### src/rtl/ifetch_pkg.sv
// ============================================================================
// Module      : ifetch_pkg
// Description : Shared fetch constants, the buffered entry type and PC helper.
// Revision    : 1.0 - initial release
// ============================================================================
`default_nettype none

package ifetch_pkg;

    localparam logic [31:0] RESET_PC_DEFAULT = 32'h0000_0000;
    localparam logic [31:0] INSTR_NOP        = 32'h0000_0013;

    typedef struct packed {
        logic [31:0] pc;
        logic [31:0] instr;
    } fetch_entry_t;

    function automatic logic [31:0] word_align(input logic [31:0] addr);
        return {addr[31:2], 2'b00};
    endfunction

endpackage

`default_nettype wire

### src/rtl/fetch_fifo.sv
// ============================================================================
// Module      : fetch_fifo
// Description : Synchronous {pc, instr} buffer with wrapping pointers and count.
// Revision    : 1.0 - initial release
// ============================================================================
`default_nettype none

module fetch_fifo
    import ifetch_pkg::*;
#(
    parameter int DEPTH = 2
) (
    input  logic         clk_i,
    input  logic         rst_i,
    input  logic         flush_i,
    input  logic         push_i,
    input  fetch_entry_t push_data_i,
    input  logic         pop_i,
    output fetch_entry_t head_o,
    output logic         empty_o,
    output logic         full_o
);

    localparam int c_PTR_W = $clog2(DEPTH);
    localparam int c_CNT_W = $clog2(DEPTH + 1);
    localparam logic [c_PTR_W-1:0] c_PTR_ONE  = c_PTR_W'(1);
    localparam logic [c_CNT_W-1:0] c_CNT_ONE  = c_CNT_W'(1);
    localparam logic [c_CNT_W-1:0] c_CNT_FULL = c_CNT_W'(DEPTH);

    fetch_entry_t       r_mem [DEPTH];
    logic [c_PTR_W-1:0] r_wr_ptr;
    logic [c_PTR_W-1:0] r_rd_ptr;
    logic [c_CNT_W-1:0] r_count;
    logic               w_push;
    logic               w_pop;

    assign empty_o = (r_count == '0);
    assign full_o  = (r_count == c_CNT_FULL);
    assign head_o  = r_mem[r_rd_ptr];
    assign w_push  = push_i && !full_o;
    assign w_pop   = pop_i && !empty_o;

    // Storage is cleared only on reset so the head reads zero out of reset;
    // a flush just rewinds the pointers.
    always_ff @(posedge clk_i) begin
        if (rst_i) begin
            r_wr_ptr <= '0;
            r_rd_ptr <= '0;
            r_count  <= '0;
            for (int i = 0; i < DEPTH; i++) begin
                r_mem[i] <= '0;
            end
        end else if (flush_i) begin
            r_wr_ptr <= '0;
            r_rd_ptr <= '0;
            r_count  <= '0;
        end else begin
            if (w_push) begin
                r_mem[r_wr_ptr] <= push_data_i;
                r_wr_ptr        <= r_wr_ptr + c_PTR_ONE;
            end
            if (w_pop) begin
                r_rd_ptr <= r_rd_ptr + c_PTR_ONE;
            end
            case ({w_push, w_pop})
                2'b10:   r_count <= r_count + c_CNT_ONE;
                2'b01:   r_count <= r_count - c_CNT_ONE;
                default: r_count <= r_count;
            endcase
        end
    end

endmodule

`default_nettype wire

### src/rtl/ifetch.sv
// ============================================================================
// Module      : ifetch
// Description : RV32 fetch unit: PC, single-outstanding imem reads, redirects.
// Revision    : 1.0 - initial release
// ============================================================================
`default_nettype none

module ifetch
    import ifetch_pkg::*;
#(
    parameter logic [31:0] RESET_PC   = RESET_PC_DEFAULT,
    parameter int          FIFO_DEPTH = 2
) (
    input  logic        clk_i,
    input  logic        rst_i,
    output logic        imem_req_o,
    output logic [31:0] imem_addr_o,
    input  logic        imem_gnt_i,
    input  logic        imem_rvalid_i,
    input  logic [31:0] imem_rdata_i,
    input  logic        redirect_i,
    input  logic [31:0] redirect_pc_i,
    output logic        instr_valid_o,
    input  logic        instr_ready_i,
    output logic [31:0] instr_o,
    output logic [31:0] pc_o
);

    localparam logic [1:0] c_ST_REQ  = 2'd0;
    localparam logic [1:0] c_ST_WAIT = 2'd1;
    localparam logic [1:0] c_ST_DROP = 2'd2;

    logic [1:0]   r_state;
    logic [1:0]   w_state_nxt;
    logic [31:0]  r_fetch_pc;
    logic [31:0]  r_req_pc;
    logic         w_req;
    logic         w_grant;
    logic         w_push;
    logic         w_empty;
    logic         w_full;
    fetch_entry_t w_head;
    fetch_entry_t w_push_data;

    // Gating with rst_i keeps the request low for the whole reset cycle.
    assign w_req       = !rst_i && (r_state == c_ST_REQ) && !w_full && !redirect_i;
    assign w_grant     = w_req && imem_gnt_i;
    assign w_push      = (r_state == c_ST_WAIT) && imem_rvalid_i && !redirect_i;
    assign w_push_data = '{pc: r_req_pc, instr: imem_rdata_i};

    assign imem_req_o    = w_req;
    assign imem_addr_o   = r_fetch_pc;
    assign instr_valid_o = !w_empty;
    assign instr_o       = w_head.instr;
    assign pc_o          = w_head.pc;

    always_comb begin
        w_state_nxt = r_state;
        case (r_state)
            c_ST_REQ: begin
                if (w_grant) begin
                    w_state_nxt = c_ST_WAIT;
                end
            end
            c_ST_WAIT: begin
                if (imem_rvalid_i) begin
                    w_state_nxt = c_ST_REQ;
                end else if (redirect_i) begin
                    w_state_nxt = c_ST_DROP;
                end
            end
            c_ST_DROP: begin
                if (imem_rvalid_i) begin
                    w_state_nxt = c_ST_REQ;
                end
            end
            default: w_state_nxt = c_ST_REQ;
        endcase
    end

    always_ff @(posedge clk_i) begin
        if (rst_i) begin
            r_state    <= c_ST_REQ;
            r_fetch_pc <= word_align(RESET_PC);
            r_req_pc   <= word_align(RESET_PC);
        end else begin
            r_state <= w_state_nxt;
            if (redirect_i) begin
                r_fetch_pc <= word_align(redirect_pc_i);
            end else if (w_grant) begin
                r_fetch_pc <= r_fetch_pc + 32'd4;
            end
            if (w_grant) begin
                r_req_pc <= r_fetch_pc;
            end
        end
    end

    fetch_fifo #(
        .DEPTH(FIFO_DEPTH)
    ) u_fifo (
        .clk_i      (clk_i),
        .rst_i      (rst_i),
        .flush_i    (redirect_i),
        .push_i     (w_push),
        .push_data_i(w_push_data),
        .pop_i      (instr_valid_o && instr_ready_i),
        .head_o     (w_head),
        .empty_o    (w_empty),
        .full_o     (w_full)
    );

endmodule

`default_nettype wire

### config.mk
export PLATFORM = sky130hd
export DESIGN_NAME = ifetch
export DESIGN_NICKNAME = d
export VERILOG_FILES = /design/src/rtl/ifetch_pkg.sv /design/src/rtl/fetch_fifo.sv /design/src/rtl/ifetch.sv
export SDC_FILE = /design/constraint.sdc
export NUM_CORES = 1
export LEC_CHECK = 0
export BUFFER_PORTS_ARGS = -buffer_cell sky130_fd_sc_hd__buf_4
export CORE_MARGIN = 8
export CORE_UTILIZATION = 30
export DETAILED_ROUTE_END_ITERATION = 16
export SYNTH_ARGS = -nofsm -noshare
export SYNTH_HDL_FRONTEND = slang
export SYNTH_SLANG_ARGS = --single-unit
### constraint.sdc
create_clock -name clk_i -period 5.8 [get_ports clk_i]
set_input_delay 0.87 -clock clk_i [delete_from_list [all_inputs] [get_ports clk_i]]
set_output_delay 0.87 -clock clk_i [all_outputs]
set_load 0.03 [all_outputs]
==> results of run 1 <==
## worst max-delay path: cells and delay by family
kind            cells  cell delay, ps
simple gates        3            1440
buf+inv             2             840
compound gates      1             170
## sequential cells by signal, summed over array words and instances, names as in the netlist, named ones only
| name | count |
|---|---|
| imem_addr_o | 30 |
| r_req_pc | 30 |
| u_fifo.r_rd_ptr | 1 |
| u_fifo.r_wr_ptr | 1 |
| r_state | 2 |
| u_fifo.r_mem | 124 |
| u_fifo.r_count | 2 |
## metrics by stage
stage,hold WS [ps],std cells,worst slack (ps),total power [mW]
global placement,448,1232,2360,1.84
finish,461,1264,2780,3.05
global route,480,1264,2530,3.15
CTS,466,1264,2780,3.09
detailed placement,456,1232,2320,1.84
floorplan,440,732,1080,1.71
## routing by layer
layer	share of wire	vias up
met3	0.056	13
met1	0.49	2804
li1	-	2859
met2	0.45	155
met4	0.0095	0
met5	0	-
## power by group through the flow
| stage | sequential (mW) | clock (mW) | combinational (mW) |
|---|---|---|---|
| after floorplan | 1.58 | 0 | 0.138 |
| after global placement | 1.56 | 0 | 0.277 |
| after detailed placement | 1.56 | 0 | 0.278 |
| after CTS | 1.53 | 1.28 | 0.279 |
| after global routing | 1.54 | 1.32 | 0.294 |
| final | 1.53 | 1.24 | 0.274 |
## final cells by class
cell class / count / area, um^2
flip-flops and latches: 191 / 5070
multi-input cells: 488 / 3280
clock buffers: 21 / 504
fillers: 2837 / 17700
well taps: 384 / 480
clock inverters: 11 / 134
inverters: 2 / 7.51
repair buffers: 167 / 1250
## worst max path at each step
stage / slack (ps) / endpoint / cells past startpoint
after global placement: 2360 / imem_addr_o[21]$_SDFFE_PP0P_ / 6
after floorplan: 1080 / u_fifo.r_mem[0][0]$_SDFFCE_PN0P_ / 4
after CTS: 2780 / imem_addr_o[21]$_SDFFE_PP0P_ / 6
final: 2780 / imem_addr_o[21]$_SDFFE_PP0P_ / 6
after global routing: 2530 / imem_addr_o[21]$_SDFFE_PP0P_ / 6
after detailed placement: 2320 / imem_addr_o[21]$_SDFFE_PP0P_ / 6
## Yosys cell counts (8+ instances only)
| cell type | number |
|---|---|
| dfxtp_1 | 67 |
| and3_1 | 11 |
| edfxtp_1 | 124 |
| a21oi_1 | 49 |
| mux2_2 | 66 |
| nand4_1 | 19 |
| o22ai_1 | 10 |
| xor2_1 | 13 |
| nor2_1 | 17 |
| and2_1 | 130 |
| a31oi_1 | 8 |
| xnor2_1 | 8 |
| nand2_1 | 80 |
| nand3_1 | 16 |
| clkbuf_1 | 33 |
## kinds of logic (layout without fill, tap and decap cells)
logic type | count (synthesis) | count (layout) | share of synthesized area
compound gates | 90 | 90 | 0.0615
xor+xnor | 21 | 21 | 0.0214
fa+ha+maj | 2 | 2 | 0.00291
buf+inv | 53 | 201 | 0.0321
flops | 191 | 191 | 0.590
mux | 66 | 66 | 0.0866
other cells | 1 | 4 | 0.000437
simple gates | 305 | 305 | 0.205
==> out/results.ini, run 1 <==
[outcome]
outcome = complete, no violations

[final_layout]
n_antenna_cell = 0
syn2layout_area_growth_pct = 25.0
fin_util = 0.377
final_common_cell = buf_4
layout_common_cells = buf_4 (167), and2_1 (130), edfxtp_1 (124)
layout-drive-gt1-share = 0.324
fin_area_mm2 = 0.0107
fin_nets = 939

[worst_setup_path]
cp_slowest_cell = nand4_1
critPathLaunch = rst_i
worst_ep_required_time_ps = 6150
cp_common_cell = buf_4
cp-start-kind = primary input
reg2reg_depth = 5
criticalPathCategory = in2reg
max_stage_delay_ps = 630
crit_path_end_kind = flip-flop
crit_fanout = 68
ff2ff_setup_slack_ps = 3180
crit_arrival_ps = 3370
regToRegStartpoint = r_state[1]$_SDFFE_PP0P_
r2r-end = u_fifo.r_mem[0][29]$_SDFFCE_PN0P_
path_cells = buf_4, nor2_1, nand4_1, buf_4, or4_1, a31oi_1

[synth]
ys_seq_area_frac = 0.590
synthDistinctLibCells = 56
syn_inst = 729
synth_ff_type = edfxtp_1
synth_area_mm2 = 0.00859
yosysTopAreaCellShare = 0.434
avgSynthCellArea_um2 = 11.8
synth_area_leaders = edfxtp_1 (43%), dfxtp_1 (16%), and2_1 (9.5%), mux2_2 (8.7%), nand2_1 (3.5%)
synth-seq-cells = 191
yosys_warnings = 0
async_flop_share = 0
synth_top_area_cell = edfxtp_1
synth-edff-count = 124

[clock_network]
cts_resized = 0
cts-htree-levels = 4
numCtsBuffers = 17
clock-sinks = 191
clk_pin_slew_ps = 80
cts_tree = built
cts_setup_buffers = 0
clock_path_buffers = 2
clk_latency_ps = 430
cts_hold_buf = 0
cts_root_buf = clkbuf_16

[floorplan]
core_area_mm2 = 0.0285
ioPinCount = 168
dieArea_mm2 = 0.0343
die_h_um = 185
rows = 62
die_w_um = 185
initial_core_util = 0.302

[timing]
fin_skew_ps = 15.7
fin_tns_setup_ps = 0
grt_setup_unrepaired = no
period_share = 0.520
max-slew-margin-rel = 0.263
fin_crit_ps = 3020
finalSetupViolCount = 0
timing.fmax_mhz = 332
worst_pin_slew_ps = 1100
finalHoldViolCount = 0
slew_violations = 0

[min_path]
worstHoldPathCells = 2
hold_end = r_req_pc[25]$_SDFFE_PP0P_
hp-class = reg2reg
hold_path.startpoint = r_req_pc[25]$_SDFFE_PP0P_

[route]
postRouteAntennaNets = 0
wl_per_cell_um = 17.2
routed_wl_um = 21800
viasPerCell = 4.61
firstDrtPassIters = 4
vias = 5831
drc = 0
drtIter0Drc = 288

[power]
intPower_mw = 2.29
leakagePower_nw = 4.11
switching_share = 0.249
switchingPower_uw = 758
powerDensity_mw_per_mm2 = 284
ir_worst_vdd_mv = 0.159
power_frac_comb = 0.090
power_frac_seq = 0.502
clock_power_share = 0.408

[global_routing]
gr-usage-met2 = 0.196
use_met1 = 0.168
grt_pass1_wl_um = 33100
antenna_found_initial = 0
grt_use_met3 = 0.0357
grt_usage = 0.125
grt.overflow.total = 0
grt_start_max_net_pins = 69
busiest_layer = met2
grt_pass1_vias = 5852

[run]
maxCapViolCount = 0

[placed_design]
place_area_mm2 = 0.0101
place_congestion = 0.775
io_buffers = 161
place_hpwl_um = 14300

Power figures use the tool's default switching activity.
==> inputs of run 2 (changes only) <==
==> constraint.sdc (replaced) <==
create_clock -name clk_i -period 2.6 [get_ports clk_i]
set_input_delay 0.39 -clock clk_i [delete_from_list [all_inputs] [get_ports clk_i]]
set_output_delay 0.39 -clock clk_i [all_outputs]
set_load 0.03 [all_outputs]
==> run 2 against run 1 <==
Effect of this change: combinational power is 130% higher; critical path depth shrank 3; highest routed layer unchanged; flip-flop and latch count is the same; clock-buffer cell count down 4; sequential share of layout area shrank 0.52 points; first-iteration DRC count up 16%; clock power grew 100%; core utilization is 0.42 points higher; global-route usage rose by 0.59 points; register-to-register slack worse by 2700 ps.
==> out/results.ini, run 2 (synthesis results as in run 1) <==
[clock_network]
cts_root_buf = clkbuf_16
numCtsBuffers = 17  ; unchanged
cts_resized = 0  ; unchanged
clock_path_buffers = 2  ; unchanged
cts_setup_buffers = 0  ; unchanged
cts-htree-levels = 4  ; unchanged
cts_hold_buf = 0  ; unchanged
cts_tree = built
clock-sinks = 191  ; unchanged
clk_pin_slew_ps = 80  ; about the same
clk_latency_ps = 420  ; about the same

[timing]
worst_pin_slew_ps = 992  ; -109 ps
timing.fmax_mhz = 442
fin_tns_setup_ps = 0  ; unchanged
grt_setup_unrepaired = no
fin_skew_ps = 12.6  ; -3.05 ps
finalHoldViolCount = 0  ; unchanged
slew_violations = 0  ; unchanged
fin_crit_ps = 2260
max-slew-margin-rel = 0.338  ; +0.0743
period_share = 0.869
finalSetupViolCount = 0  ; unchanged

[power]
power_frac_comb = 0.096  ; +0.006
power_frac_seq = 0.518  ; +0.016
switching_share = 0.262  ; +0.0136
intPower_mw = 4.86  ; +110%
power_mw = 6.59  ; +120%
switchingPower_mw = 1.73  ; +130%
leakagePower_nw = 4.17  ; +1.4%
ir_worst_vdd_mv = 0.381  ; +140%
clock_power_share = 0.386  ; -0.022
powerDensity_mw_per_mm2 = 607  ; +110%

[worst_setup_path]
path_buf_inv = 2  ; unchanged
critPathCapture = instr_o[10]
crit_fanout = 23  ; -66%
crit_path_end_kind = output pin
path_cells = buf_4, mux2_2, buf_4
crit_arrival_ps = 1870  ; -1500 ps
cp_common_cell = buf_4
ff2ff_setup_slack_ps = 530  ; -2650 ps
r2r-end = imem_addr_o[28]$_SDFFE_PP0P_
crit_family = flip-flops
worst_ep_required_time_ps = 2210  ; -3940 ps
cp_slowest_cell = dfxtp_4
regToRegStartpoint = imem_addr_o[2]$_SDFFE_PP0P_
cp-start-kind = flip-flop
criticalPathCategory = reg2out
reg2reg_depth = 7  ; +2
max_stage_delay_ps = 600  ; -30 ps
cp_num_cells = 3  ; -3

[route]
postRouteAntennaNets = 0  ; unchanged
viasPerCell = 4.63  ; +0.35%
wl_per_cell_um = 17.3  ; +0.56%
vias = 5907  ; +1.3%
firstDrtPassIters = 4  ; unchanged
routed_wl_um = 22100  ; +1.5%
drtIter0Drc = 333  ; +16%
drc = 0  ; unchanged

[placed_design]
place_congestion = 0.776  ; +0.12%
place_hpwl_um = 14800  ; +3.9%
io_buffers = 161  ; unchanged
post-place-cells = 1244  ; +0.97%
place_area_mm2 = 0.0103  ; +1.8%

[global_routing]
antenna_found_initial = 0  ; unchanged
grt.overflow.total = 0  ; unchanged
grt_pass1_wl_um = 34400  ; +3.9%
grt_pass1_vias = 6047  ; +3.3%
grt_usage = 0.131  ; +0.00585
grt_start_max_net_pins = 64  ; -7.2%

[floorplan]
rows = 62  ; unchanged
die_h_um = 185  ; unchanged
core_area_mm2 = 0.0285  ; unchanged
dieArea_mm2 = 0.0343  ; unchanged
ioPinCount = 168  ; unchanged
initial_core_util = 0.302  ; unchanged
die_w_um = 185  ; unchanged

[run]
maxCapViolCount = 0  ; unchanged

[final_layout]
layout-drive-gt1-share = 0.334  ; +0.0102
syn2layout_area_growth_pct = 26.4
layout_common_cells = buf_4 (172), and2_1 (130), edfxtp_1 (124)
final_common_cell = buf_4
regMostFlops = u_fifo.r_mem
fin_nets = 951  ; +1.3%
n_antenna_cell = 0  ; unchanged
largest_reg_flops = 124  ; unchanged
fin_area_mm2 = 0.0109  ; +1.1%
instances_no_fill = 1276  ; +0.95%

[outcome]
outcome = complete, no violations

[min_path]
hp-class = in2reg

==> run 2: cell type report <==
| type | instances | area, um^2 |
|---|---|---|
| Inverter | 2 | 7.51 |
| Fill cell | 2819 | 17600 |
| Timing Repair Buffer | 179 | 1430 |
| Sequential cell | 191 | 5070 |
| Clock buffer | 17 | 425 |
| Multi-Input combinational cell | 488 | 3280 |
| Clock inverter | 15 | 155 |
| Tap cell | 384 | 480 |
==> run 2: stage by stage <==
stage | utilization | setup WS, ps | hold WS (ps)
2_1_floorplan | - | 365 | 440
3_5_place_dp | 0.361 | 542 | 453
6_report | 0.381 | 340 | 130
3_3_place_gp | 0.361 | 595 | 449
5_1_grt | 0.381 | 206 | 104
4_1_cts | 0.381 | 266 | 105
==> run 2: metal layers <==
metal | global-route usage | wire (um) | up-vias | part of all wire
met4 | 0.0333 | 229 | 0 | 0.010
met3 | 0.0377 | 1460 | 11 | 0.066
li1 | - | - | 2885 | -
met1 | 0.175 | 10500 | 2827 | 0.47
met2 | 0.205 | 9940 | 184 | 0.45
met5 | 0 | 0 | - | 0
==> run 2: power by group through the flow <==
stage	Clock (mW)	Sequential, mW	Combinational, mW
after floorplan	0	3.51	0.310
after global placement	0	3.48	0.638
after detailed placement	0	3.48	0.644
after CTS	2.64	3.41	0.647
after global routing	2.76	3.43	0.681
final	2.54	3.41	0.634
==> run 2: how the worst min path moves through the flow <==
| stage | to | start | depth (start not counted) |
|---|---|---|---|
| finish | r_state[1]$_SDFFE_PP0P_ | imem_rvalid_i | 2 |
| global route | r_state[1]$_SDFFE_PP0P_ | imem_rvalid_i | 2 |
| CTS | r_state[1]$_SDFFE_PP0P_ | imem_rvalid_i | 2 |
| global placement | r_req_pc[17]$_SDFFE_PP0P_ | r_req_pc[17]$_SDFFE_PP0P_ | 2 |
| floorplan | r_req_pc[10]$_SDFFE_PP0P_ | r_req_pc[10]$_SDFFE_PP0P_ | 2 |
| detailed placement | r_req_pc[26]$_SDFFE_PP0P_ | r_req_pc[26]$_SDFFE_PP0P_ | 2 |
==> run 2: worst reg2reg max path: cells and delay by family, from the launching register on <==
family / cells / cell delay (ps)
AND/OR/NAND/NOR: 3 / 730
AO/OA/AOI/OAI: 1 / 100
adder cells (fa/ha/maj): 1 / 290
flip-flops: 1 / 480
buffers and inverters: 1 / 170
XOR/XNOR: 1 / 170
